==> src/rtl/mul_sched_pkg.sv <==
// Shared definitions for the two-requester shift/subtract scaling scheduler:
// scale codes, FSM state encoding and the default operand width.
package mul_sched_pkg;

  localparam int DW_DEFAULT = 8;

  localparam logic [1:0] SEL_X1 = 2'b00;
  localparam logic [1:0] SEL_X3 = 2'b01;
  localparam logic [1:0] SEL_X7 = 2'b10;
  localparam logic [1:0] SEL_X8 = 2'b11;

  typedef enum logic [1:0] {
    IDLE = 2'd0,
    CALC = 2'd1,
    DONE = 2'd2
  } state_e;

endpackage

==> src/rtl/mul_sched_if.sv <==
// Request/result bundle between two requesters, the scheduler and the result consumer.
interface mul_sched_if
  import mul_sched_pkg::*;
#(
  parameter int DW = DW_DEFAULT,
  parameter int OW = DW + 3
);

  logic          req0_valid;
  logic [DW-1:0] req0_d;
  logic [1:0]    req0_sel;
  logic          req0_ready;
  logic          req1_valid;
  logic [DW-1:0] req1_d;
  logic [1:0]    req1_sel;
  logic          req1_ready;
  logic          out_valid;
  logic [OW-1:0] out_data;
  logic          out_id;
  logic          out_ready;
  logic          busy;
  logic [7:0]    op_count;

  // Scheduler side
  modport slave (
    input  req0_valid, req0_d, req0_sel, req1_valid, req1_d, req1_sel, out_ready,
    output req0_ready, req1_ready, out_valid, out_data, out_id, busy, op_count
  );

  // Requesters and consumer side
  modport master (
    output req0_valid, req0_d, req0_sel, req1_valid, req1_d, req1_sel, out_ready,
    input  req0_ready, req1_ready, out_valid, out_data, out_id, busy, op_count
  );

endinterface

==> src/rtl/mul_sched_shift_scale.sv <==
// Combinational constant scaler (x1/x3/x7/x8) built from shifts and one subtract.
module shift_scale
  import mul_sched_pkg::*;
#(
  parameter int DW = DW_DEFAULT,
  parameter int OW = DW + 3
) (
  input  logic [DW-1:0] d,
  input  logic [1:0]    sel,
  output logic [OW-1:0] res
);

  logic [OW-1:0] ext;

  // Widen before shifting so x8 of the largest operand keeps its top bits.
  assign ext = OW'(d);

  always_comb begin
    // NOTE: default assignment first so no path leaves res unassigned (no latch).
    res = ext;
    case (sel)
      SEL_X1: res = ext;
      SEL_X3: res = (ext << 2) - ext;
      SEL_X7: res = (ext << 3) - ext;
      SEL_X8: res = ext << 3;
    endcase
  end

endmodule

==> src/rtl/mul_sched.sv <==
// Two-requester scheduler: fair arbitration in IDLE, one-cycle scaling in CALC,
// result held in DONE until the consumer accepts it.
module mul_sched
  import mul_sched_pkg::*;
#(
  parameter int DW = DW_DEFAULT,
  parameter int OW = DW + 3
) (
  input  logic         clk,
  input  logic         rst,
  mul_sched_if.slave   bus
);

  state_e        state_q, state_d;
  logic [DW-1:0] d_q;
  logic [1:0]    sel_q;
  logic          id_q;
  logic          last_id_q;
  logic [OW-1:0] out_data_q;
  logic [7:0]    op_count_q;
  logic [OW-1:0] scaled;
  logic          grant0, grant1, accept, handshake;

  shift_scale #(.DW(DW), .OW(OW)) u_scale (
    .d   (d_q),
    .sel (sel_q),
    .res (scaled)
  );

  // Grants are gated by rst so no requester sees ready while reset is held.
  always_comb begin
    grant0 = 1'b0;
    grant1 = 1'b0;
    if (rst && state_q == IDLE) begin
      if (bus.req0_valid && bus.req1_valid) begin
        grant0 = last_id_q;
        grant1 = !last_id_q;
      end else begin
        grant0 = bus.req0_valid;
        grant1 = bus.req1_valid;
      end
    end
  end

  assign accept    = grant0 | grant1;
  assign handshake = (state_q == DONE) && bus.out_ready;

  always_comb begin
    state_d = state_q;
    case (state_q)
      IDLE:    if (accept) state_d = CALC;
      CALC:    state_d = DONE;
      DONE:    if (bus.out_ready) state_d = IDLE;
      default: state_d = IDLE;
    endcase
  end

  // last_id resets to 1 so requester 0 wins the first tie.
  always_ff @(posedge clk or negedge rst) begin
    if (!rst) begin
      state_q    <= IDLE;
      d_q        <= '0;
      sel_q      <= SEL_X1;
      id_q       <= 1'b0;
      last_id_q  <= 1'b1;
      out_data_q <= '0;
      op_count_q <= 8'd0;
    end else begin
      // NOTE: non-blocking assignments so every register samples pre-edge values.
      state_q <= state_d;
      if (accept) begin
        d_q   <= grant1 ? bus.req1_d   : bus.req0_d;
        sel_q <= grant1 ? bus.req1_sel : bus.req0_sel;
        id_q  <= grant1;
      end
      if (state_q == CALC) out_data_q <= scaled;
      if (handshake) begin
        last_id_q  <= id_q;
        op_count_q <= op_count_q + 8'd1;
      end
    end
  end

  assign bus.req0_ready = grant0;
  assign bus.req1_ready = grant1;
  assign bus.out_valid  = (state_q == DONE);
  assign bus.out_data   = out_data_q;
  assign bus.out_id     = id_q;
  assign bus.busy       = (state_q != IDLE);
  assign bus.op_count   = op_count_q;

endmodule

==> src/flat_wrapper.sv <==
// flat-port wrapper written by rule: the top's interface ports become plain ports
module mul_sched_flat import mul_sched_pkg::*;
#(
  parameter int DW = DW_DEFAULT,
  parameter int OW = DW + 3
)
  (clk, rst, bus_req0_valid, bus_req0_d, bus_req0_sel, bus_req1_valid, bus_req1_d, bus_req1_sel, bus_out_ready, bus_req0_ready, bus_req1_ready, bus_out_valid, bus_out_data, bus_out_id, bus_busy, bus_op_count);
  mul_sched_if #(.DW(DW), .OW(OW)) bus_i ();
  input  logic clk;
  input  logic rst;
  input wire logic [$bits(bus_i.req0_valid)-1:0] bus_req0_valid;
  input wire logic [$bits(bus_i.req0_d)-1:0] bus_req0_d;
  input wire logic [$bits(bus_i.req0_sel)-1:0] bus_req0_sel;
  input wire logic [$bits(bus_i.req1_valid)-1:0] bus_req1_valid;
  input wire logic [$bits(bus_i.req1_d)-1:0] bus_req1_d;
  input wire logic [$bits(bus_i.req1_sel)-1:0] bus_req1_sel;
  input wire logic [$bits(bus_i.out_ready)-1:0] bus_out_ready;
  output wire logic [$bits(bus_i.req0_ready)-1:0] bus_req0_ready;
  output wire logic [$bits(bus_i.req1_ready)-1:0] bus_req1_ready;
  output wire logic [$bits(bus_i.out_valid)-1:0] bus_out_valid;
  output wire logic [$bits(bus_i.out_data)-1:0] bus_out_data;
  output wire logic [$bits(bus_i.out_id)-1:0] bus_out_id;
  output wire logic [$bits(bus_i.busy)-1:0] bus_busy;
  output wire logic [$bits(bus_i.op_count)-1:0] bus_op_count;
  assign bus_i.req0_valid = bus_req0_valid;
  assign bus_i.req0_d = bus_req0_d;
  assign bus_i.req0_sel = bus_req0_sel;
  assign bus_i.req1_valid = bus_req1_valid;
  assign bus_i.req1_d = bus_req1_d;
  assign bus_i.req1_sel = bus_req1_sel;
  assign bus_i.out_ready = bus_out_ready;
  assign bus_req0_ready = bus_i.req0_ready;
  assign bus_req1_ready = bus_i.req1_ready;
  assign bus_out_valid = bus_i.out_valid;
  assign bus_out_data = bus_i.out_data;
  assign bus_out_id = bus_i.out_id;
  assign bus_busy = bus_i.busy;
  assign bus_op_count = bus_i.op_count;
  mul_sched #(.DW(DW), .OW(OW)) u_core (.clk(clk), .rst(rst), .bus(bus_i));
endmodule
==> config.mk <==
export PLATFORM = sky130hd
export DESIGN_NAME = mul_sched_flat
export DESIGN_NICKNAME = d
export VERILOG_FILES = /design/src/rtl/mul_sched_pkg.sv /design/src/rtl/mul_sched_if.sv /design/src/rtl/mul_sched_shift_scale.sv /design/src/rtl/mul_sched.sv /design/src/flat_wrapper.sv
export SDC_FILE = /design/constraint.sdc
export NUM_CORES = 1
export LEC_CHECK = 0
export BUFFER_PORTS_ARGS = -buffer_cell sky130_fd_sc_hd__buf_4
export CAP_MARGIN = 20
export CORE_MARGIN = 2
export CORE_UTILIZATION = 45
export CTS_CLUSTER_DIAMETER = 100
export CTS_CLUSTER_SIZE = 24
export DETAILED_ROUTE_END_ITERATION = 10
export PLACE_DENSITY = 0.7
export SLEW_MARGIN = 15
export SYNTH_ARGS = -nofsm -noshare
export SYNTH_HDL_FRONTEND = slang
export SYNTH_SLANG_ARGS = --single-unit
==> constraint.sdc <==
create_clock -name clk -period 5.7 [get_ports clk]
set_clock_uncertainty 0.1 [all_clocks]
set_input_delay 0.57 -clock clk [delete_from_list [all_inputs] [get_ports clk]]
set_output_delay 0.57 -clock clk [all_outputs]
set_load 0.03 [all_outputs]
==> flow_summary.json <==
{
  "clk_path_buf_depth": 2,
  "maxSlewHeadroom": 0.4755,
  "cts_setup_buffers": 0,
  "drt_iter0_markers": 71,
  "max_cap_violations": 0,
  "cts_sinks": 33,
  "hp-class": "in2async",
  "final.setup.tns_ns": 0,
  "grt_pass1_wl_microns": 7231,
  "die_h_microns": 69.97,
  "critPathKind": "in2out",
  "multi_input_area_sq_mm": 0.001040,
  "grt_usage": 0.1835,
  "grt_overflow": 0,
  "setup_violations": 0,
  "num_io_pins": 49,
  "tritoncts": "yes",
  "synth-async-reset-ratio": 1.000,
  "final_common_cell": "buf_4",
  "initial_core_util": 0.4792,
  "vias_per_cell": 5.325,
  "postSynthAreaPerCell_sq_um": 8.703,
  "h-tree-depth": 2,
  "drc": 0,
  "regArea_sq_um": 827.0,
  "drv_slew": 0,
  "num_rows": 23,
  "synth-edff-count": 0,
  "die_x_microns": 69.97,
  "synthFlopType": "dfrtp_1",
  "hold_viol": 0,
  "p_per_area_mw_per_mm2": 693.5,
  "clkTransAtPathRegs_ns": 0.07,
  "required_ns": 5.03,
  "status": "finished clean",
  "reg2reg_depth": 9,
  "cts_resized": 0,
  "synth_cell_types": 38,
  "cp_top_family": "buffers and inverters",
  "synthCells": 225,
  "cp.buffers_inverters": 3,
  "nets": 310,
  "drive_gt1_frac": 0.2308,
  "drtAntennaViolNets": 0,
  "timing.fmax_mhz": 366.3,
  "critPathLaunchType": "input pin",
  "reg2reg_to": "u_core.bus.out_data[10]",
  "path_common_cell": "buf_4",
  "endpoint_kind": "primary output",
  "nFillCells": 372,
  "p_leak_nw": 1.230,
  "cpPeakStageDelay_ns": 0.71,
  "arrival_ns": 2.06,
  "grt_pass1_vias": 1568,
  "grt_max_degree": 36,
  "numCtsBuffers": 5,
  "clock_latency_ns": 0.29,
  "first_pass_iters": 4,
  "fin_crit_ns": 2.730,
  "vdd_drop_max_v": 0.0002565,
  "diodes": 0,
  "vias": 1720,
  "gp_congestion": 0.8937,
  "ctsHoldBuffers": 0,
  "cts_root_buffer": "clkbuf_8",
  "cpMaxStageDelayCell": "nand4_1",
  "synth_fp_nets": 262,
  "whs_ns": 0.1065,
  "crit_chain": "buf_4, nand4_1, inv_1, buf_4",
  "die-area_sq_mm": 0.004895,
  "syn_to_final_growth_pct": 24.98,
  "synth.cell_area_sq_mm": 0.001958,
  "avgRoutedWirePerCell_microns": 13.15,
  "antenna_found_initial": 0,
  "synth-seq-cells": 33,
  "synth-seq-area-share": 0.4224,
  "post-dp-hpwl_microns": 3103,
  "worstPathMaxFanout": 35,
  "rr_startpoint": "u_core.sel_q[0]",
  "tightest_slew_ns": 0.7845,
  "ff2ff_setup_slack_ns": 3.11,
  "numPortBuffers": 48,
  "rsz0062_at_grt": "no",
  "core_sq_mm": 0.004086,
  "final_cell_mix": "50 x buf_4, 41 x nand2_1, 32 x dfrtp_1",
  "finalWirelength_microns": 4247,
  "synth_warnings": 0,
  "fin_crit_sh": 0.4790
}
[cells by family after synthesis]
| family | share of synthesized area |
|---|---|
| AOI/OAI and AO/OA | 0.1904 |
| xor gates and xnor gates | 0.06709 |
| adders and majority gates | 0.07668 |
| buffers and inverters | 0.04664 |
| DFF | 0.4224 |
| muxes | 0.02172 |
| and+or+nand+nor | 0.1751 |
[worst max path at each step]
stage	start	end	slack [ns]	depth (start not counted)
global route	rst	bus_req1_ready	2.67	4
CTS	rst	bus_req1_ready	2.90	4
global placement	rst	bus_req1_ready	2.98	4
finish	rst	bus_req1_ready	2.97	4
floorplan	u_core.sel_q[0]	u_core.bus.out_data[5]	3.30	10
detailed placement	rst	bus_req1_ready	2.91	4
[worst register-to-register path, delay by kind of cell, from the launching register on]
kind	cells	cell delay, ns
DFF	1	0.39
buffers and inverters	1	0.11
muxes	1	0.11
AOI/OAI and AO/OA	4	0.80
and+or+nand+nor	1	0.16
adders and majority gates	2	0.80
[metal layers]
| metal | vias to the layer above | wire (microns) | GRT usage |
|---|---|---|---|
| li1 | 873 | - | - |
| met1 | 784 | 1991 | 0.2536 |
| met2 | 55 | 1920 | 0.2783 |
| met3 | 8 | 260 | 0.04329 |
| met4 | 0 | 75 | 0.07051 |
| met5 | - | 0 | 0 |
[area by class of cell]
class,instances,area share
clock buffers,7,0.03528
flip-flops and latches,33,0.3379
inverters,15,0.02301
well taps,50,0.02556
multi-input cells,168,0.4248
repair buffers,50,0.1534
[flip-flops by register name, indices dropped and copies added, names as in the netlist]
name	count
u_core.bus.out_data	11
u_core.state_q	2
u_core.d_q	8
u_core.sel_q	2
u_core.bus.out_id	1
u_core.last_id_q	1
u_core.bus.op_count	8
[power by group]
part           switching, W  total, W  internal [W]
logic              0.000615   0.00108      0.000463
clock network     0.0000830  0.000179     0.0000957
registers          0.000101  0.000441      0.000339
[cell usage after synthesis (all sizes together), types with 2 or more instances]
| master | count | area (sq um) |
|---|---|---|
| xnor2 | 11 | 96.34 |
| mux2i | 2 | 20.02 |
| a31oi | 10 | 62.56 |
| ha | 12 | 150.1 |
| a21oi | 12 | 60.06 |
| a21o | 2 | 15.01 |
| a221o | 2 | 20.02 |
| o21ai | 15 | 78.83 |
| nor2 | 19 | 71.32 |
| inv | 15 | 56.30 |
| a221oi | 2 | 23.77 |
| mux2 | 2 | 22.52 |
| a22oi | 4 | 30.03 |
| nand2 | 41 | 153.9 |
| nor3b | 2 | 15.01 |
| dfrtp | 32 | 800.8 |
| nand4 | 2 | 12.51 |
| clkbuf | 8 | 30.03 |
| nor2b | 2 | 12.51 |
| xor2 | 4 | 35.03 |
| nand3 | 9 | 45.04 |
| a22o | 3 | 26.28 |
[metrics by stage]
stage	utilization	instances	cell area (sq um)	setup WS [ns]	power [W]
detailed placement	0.5778	316	2361	2.911	0.001520
CTS	0.5989	323	2447	2.900	0.001704
floorplan	-	225	1958	3.302	0.001239
finish	0.5989	323	2447	2.970	0.001697
global placement	0.5778	316	2361	2.981	0.001499
global route	0.5989	323	2447	2.669	0.001833
No activity file was read; power rests on OpenSTA's default activity.
